<file path="src/rtl/bcd_seg_core.sv">
// bcd_seg_core: ms square-wave divider, 27-bit binary to 8-digit BCD converter, 7-seg decoder
//   clock    : system clock, all state on rising edge
//   reset    : asynchronous active-high reset (divider and converter only)
//   bin_in   : 27-bit unsigned value to convert
//   digit_in : nibble to render on the seven-segment decoder
//   dp_in    : decimal point request, 1 = lit
//   ms_clock : divided square wave, period 2*HALF_PERIOD cycles
//   bcd_out  : registered packed BCD, [3:0] = ones, saturates to 99999999
//   overflow : registered, 1 when bin_in > 99,999,999
//   cathode  : active-low segments {DP,G,F,E,D,C,B,A}, combinational
module bcd_seg_core #(
    parameter int HALF_PERIOD = 50000
) (
    input  logic        clock,
    input  logic        reset,
    input  logic [26:0] bin_in,
    input  logic [3:0]  digit_in,
    input  logic        dp_in,
    output logic        ms_clock,
    output logic [31:0] bcd_out,
    output logic        overflow,
    output logic [7:0]  cathode
);
    localparam int CW = $clog2(HALF_PERIOD);

    logic [CW-1:0] count;
    logic [31:0]   shift;
    logic [31:0]   bcd_next;
    logic          overflow_next;
    logic [6:0]    seg;

    always_ff @(posedge clock or posedge reset) begin
        if (reset) begin
            count    <= '0;
            ms_clock <= 1'b0;
        end else if (count == CW'(HALF_PERIOD - 1)) begin
            count    <= '0;
            ms_clock <= ~ms_clock;
        end else begin
            count <= count + CW'(1);
        end
    end

    // Shift-add-3 into eight digits; carries out of the top digit only occur
    // for values above 99,999,999, which are replaced by the saturated code.
    always_comb begin
        shift = '0;
        for (int i = 26; i >= 0; i--) begin
            for (int j = 0; j < 8; j++)
                if (shift[4*j +: 4] >= 4'd5) shift[4*j +: 4] = shift[4*j +: 4] + 4'd3;
            shift = {shift[30:0], bin_in[i]};
        end
        overflow_next = bin_in > 27'd99999999;
        bcd_next      = overflow_next ? 32'h99999999 : shift;
    end

    always_ff @(posedge clock or posedge reset) begin
        if (reset) begin
            bcd_out  <= '0;
            overflow <= 1'b0;
        end else begin
            bcd_out  <= bcd_next;
            overflow <= overflow_next;
        end
    end

    always_comb begin
        seg = 7'h7F;
        case (digit_in)
            4'h0: seg = 7'h40;
            4'h1: seg = 7'h79;
            4'h2: seg = 7'h24;
            4'h3: seg = 7'h30;
            4'h4: seg = 7'h19;
            4'h5: seg = 7'h12;
            4'h6: seg = 7'h02;
            4'h7: seg = 7'h78;
            4'h8: seg = 7'h00;
            4'h9: seg = 7'h10;
            4'hA: seg = 7'h08;
            4'hB: seg = 7'h03;
            4'hC: seg = 7'h46;
            4'hD: seg = 7'h21;
            4'hE: seg = 7'h06;
            4'hF: seg = 7'h0E;
            default: seg = 7'h7F;
        endcase
        cathode = {~dp_in, seg};
    end
endmodule

</file>
<file path="config.mk">
export PLATFORM = sky130hd
export DESIGN_NAME = bcd_seg_core
export DESIGN_NICKNAME = d
export VERILOG_FILES = /design/src/rtl/bcd_seg_core.sv
export SDC_FILE = /design/constraint.sdc
export NUM_CORES = 1
export LEC_CHECK = 0
export ABC_AREA = 1
export CORE_ASPECT_RATIO = 1.75
export CORE_MARGIN = 2
export CORE_UTILIZATION = 52
export DETAILED_ROUTE_END_ITERATION = 16
export GPL_TIMING_DRIVEN = 0
export PLACE_DENSITY_LB_ADDON = 0.12
export SLEW_MARGIN = 20
export SYNTH_ARGS = -nofsm -noshare
export SYNTH_HDL_FRONTEND = slang
export SYNTH_SLANG_ARGS = --single-unit
</file>
<file path="constraint.sdc">
create_clock -name clock -period 2.49 [get_ports clock]
set_input_delay 0.249 -clock clock [delete_from_list [all_inputs] [get_ports clock]]
set_output_delay 0.249 -clock clock [all_outputs]
set_load 0.01 [all_outputs]
</file>
==> results.cfg <==
[synthesis]
synthesis.area_mm2 = 0.0141
synth_nets = 2419
synth_top_cell_area_share = 0.158
synthCells = 2281
yosys-top-cells-area = nand2_1 16%, nand2_2 12%, ha_1 9.2%
synth-async-reset-ratio = 1.00
synth_area_per_cell_um2 = 6.19
synth-edff-count = 0
synth_area_leader_cell = nand2_1
synth_seq_cells = 50
synthFlopType = dfrtp_1
ys_warn_count = 0
ys_types = 56
ys_seq_area_frac = 0.0886

[setup_path]
path_common_cell = nand2_4
critPathKind = in -> reg
critical_path.max_fanout = 5
cp_slowest_cell = xnor2_4
cp-end-kind = flip-flop
required_ns = 2.69
worst_path_largest_cell_delay_ns = 0.31
cp-start-kind = input pin
worst_ep_arrival_time_ns = 14.87

[timing]
fmax_mhz = 68.1
finalHoldViolCount = 0
layout_setup_ws_ns = -12.19
setup_viol = 33
tns_ns = -355.04
worstMarginPinSlew_ns = 0.661
fin_crit_ns = 14.68
relSlewSlack = 0.555
fin_crit_sh = 5.89
slew_viol_final = 0
skew_ns = 0.00525
rsz0062_at_grt = true

[placement]
gp_congestion = 0.817
io_buffers = 74
hpwl_um = 26600
placedCellCount = 2680
pre_cts_ws_ns = -12.43

[status]
status = finished with violations
violations = setup timing

[finish]
layout.nets = 2802
area_growth_pct = 53.6
final_cells = 2989
multi_input_area_mm2 = 0.0150
layout-drive-gt1-share = 0.512
final-seq-area_mm2 = 0.00125
utilization = 0.813
insertedDiodeCount = 0
nFillCells = 1514

[floorplan]
num_rows = 79
ios = 76
dieArea_mm2 = 0.0286
fp.dieW_um = 129
core_area_mm2 = 0.0267
die_h_um = 222
start_util = 0.529

[route]
wire_per_inst_um = 17.6
route.vias.total = 17941
drt_iter0_markers = 868
vias_per_cell = 6.00
drc = 0
final_antenna_net_count = 0
wirelength_um = 52500
first_pass_iters = 5

[cts]
cts.sinks = 50
htreeDepth = 2
cts_buffer_depth = 2
clock_latency_ns = 0.31
cts_tree = done
numCtsBuffers = 5
path_clk_slew_ns = 0.07
clockRootBuffer = clkbuf_16

[global_routing]
grt_max_degree = 36
grt_usage = 0.262
antenna_found_initial = 0
grt_pass1_wl_um = 65800
grt-ovfl-total = 0
grt_pass1_vias = 16473

[flow_run]
maxCapViolCount = 0

[worst_hold_path]
min_path_type = in -> async
final cells by class:
cell class              instances  share of cell area
clock inverters                 3             0.00121
inverters                     400              0.0734
multi-input cells            1827               0.691
repair buffers                376               0.151
well taps                     324              0.0187
flip-flops and latches         50              0.0577
plain buffers                   4            0.000923
clock buffers                   5             0.00577
state kept, by name, indices dropped and copies added (netlist names):
| signal | cells |
|---|---|
| ms_clock | 1 |
| count | 16 |
| bcd_out | 32 |
| overflow | 1 |
synthesized netlist by cell type (12+ instances only):
cell,number
nand2_1,593
inv_1,346
nand2_2,268
nand3_1,253
nand4_1,130
ha_1,104
nand3_2,82
nand2_4,65
nor2_1,60
dfrtp_1,50
inv_2,38
a21oi_1,31
o21ai_2,29
o21ai_1,26
xor2_1,23
and2_1,21
a21o_1,12
o21ai_0,12
metrics by stage:
stage / instance area, um2 / hold WS, ns
after floorplan: 15800 / 0.360
after global placement: 17000 / 0.444
after detailed placement: 17000 / 0.466
after CTS: 20200 / 0.222
after global routing: 21700 / 0.244
final: 21700 / 0.216
cells by family (layout without fill, tap and decap cells):
group	after synthesis	count (layout)	synth area share
XOR/XNOR	44	44	0.0408
adder cells (fa/ha/maj)	104	104	0.0921
multiplexers	1	1	0.000797
flip-flops	50	50	0.0886
buffers and inverters	404	788	0.109
AND/OR/NAND/NOR	1533	1533	0.597
AO/OA/AOI/OAI	145	145	0.0716
final timing paths:
kind / startpoint / end / slack [ns] / cells past startpoint
setup / recovery: bin_in[25] / bcd_out[18]$_DFF_PP0_ / -12.19 / 124
hold / removal: reset / count[2]$_DFF_PP0_ / 0.22 / 2
setup reg to reg: count[0]$_DFF_PP0_ / count[15]$_DFF_PP0_ / 0.26 / 16
hold reg to reg: count[0]$_DFF_PP0_ / count[0]$_DFF_PP0_ / 0.47 / 1
max in group asynchronous: reset / bcd_out[9]$_DFF_PP0_ / 1.77 / 3
min in group clock: count[0]$_DFF_PP0_ / count[0]$_DFF_PP0_ / 0.47 / 1
critical path: cells and delay by family:
family | cells | cell delay (ns)
AND/OR/NAND/NOR | 77 | 8.61
buffers and inverters | 25 | 2.27
AO/OA/AOI/OAI | 2 | 0.36
XOR/XNOR | 1 | 0.31
adder cells (fa/ha/maj) | 19 | 3.06
what timing repair did:
action | CTS | global route
pin swaps | 245 | 158
setup endpoints to repair | 33 | 36
buffers inserted | 214 | 87
hold buffers | 0 | 0
resized for setup | 306 | 180
layer usage:
metal / GRT usage / wire [um]
met1: 0.222 / 16000
met2: 0.572 / 28700
met3: 0.0162 / 2770
met4: 0.136 / 5080
met5: 0 / 0
placed cells by master, fill, tap and decap left out, types with 8 or more instances in the layout:
cell type,synthesis,layout
a21o_1,12,12
a21oi_1,31,21
a21oi_2,4,12
a31o_1,9,9
and2_4,10,39
buf_12,0,14
buf_4,0,263
buf_6,0,28
clkdlybuf4s50_1,0,70
dfrtp_1,50,50
ha_1,104,23
ha_2,0,12
ha_4,0,69
inv_1,346,274
inv_2,38,96
inv_4,2,18
nand2_1,593,427
nand2_2,268,315
nand2_4,65,175
nand2_8,2,11
nand3_1,253,146
nand3_2,82,114
nand3_4,7,82
nand3b_1,11,11
nand4_1,130,130
nor2_1,60,52
nor3_1,10,8
o21ai_0,12,11
o21ai_1,26,16
o21ai_2,29,27
o21ai_4,3,16
xnor2_4,2,10
xor2_1,23,18
xor2_4,3,9
Power is left out: the tool's default activity adds up to more than one toggle a clock period on the data nets, which glitch-free logic cannot reach.
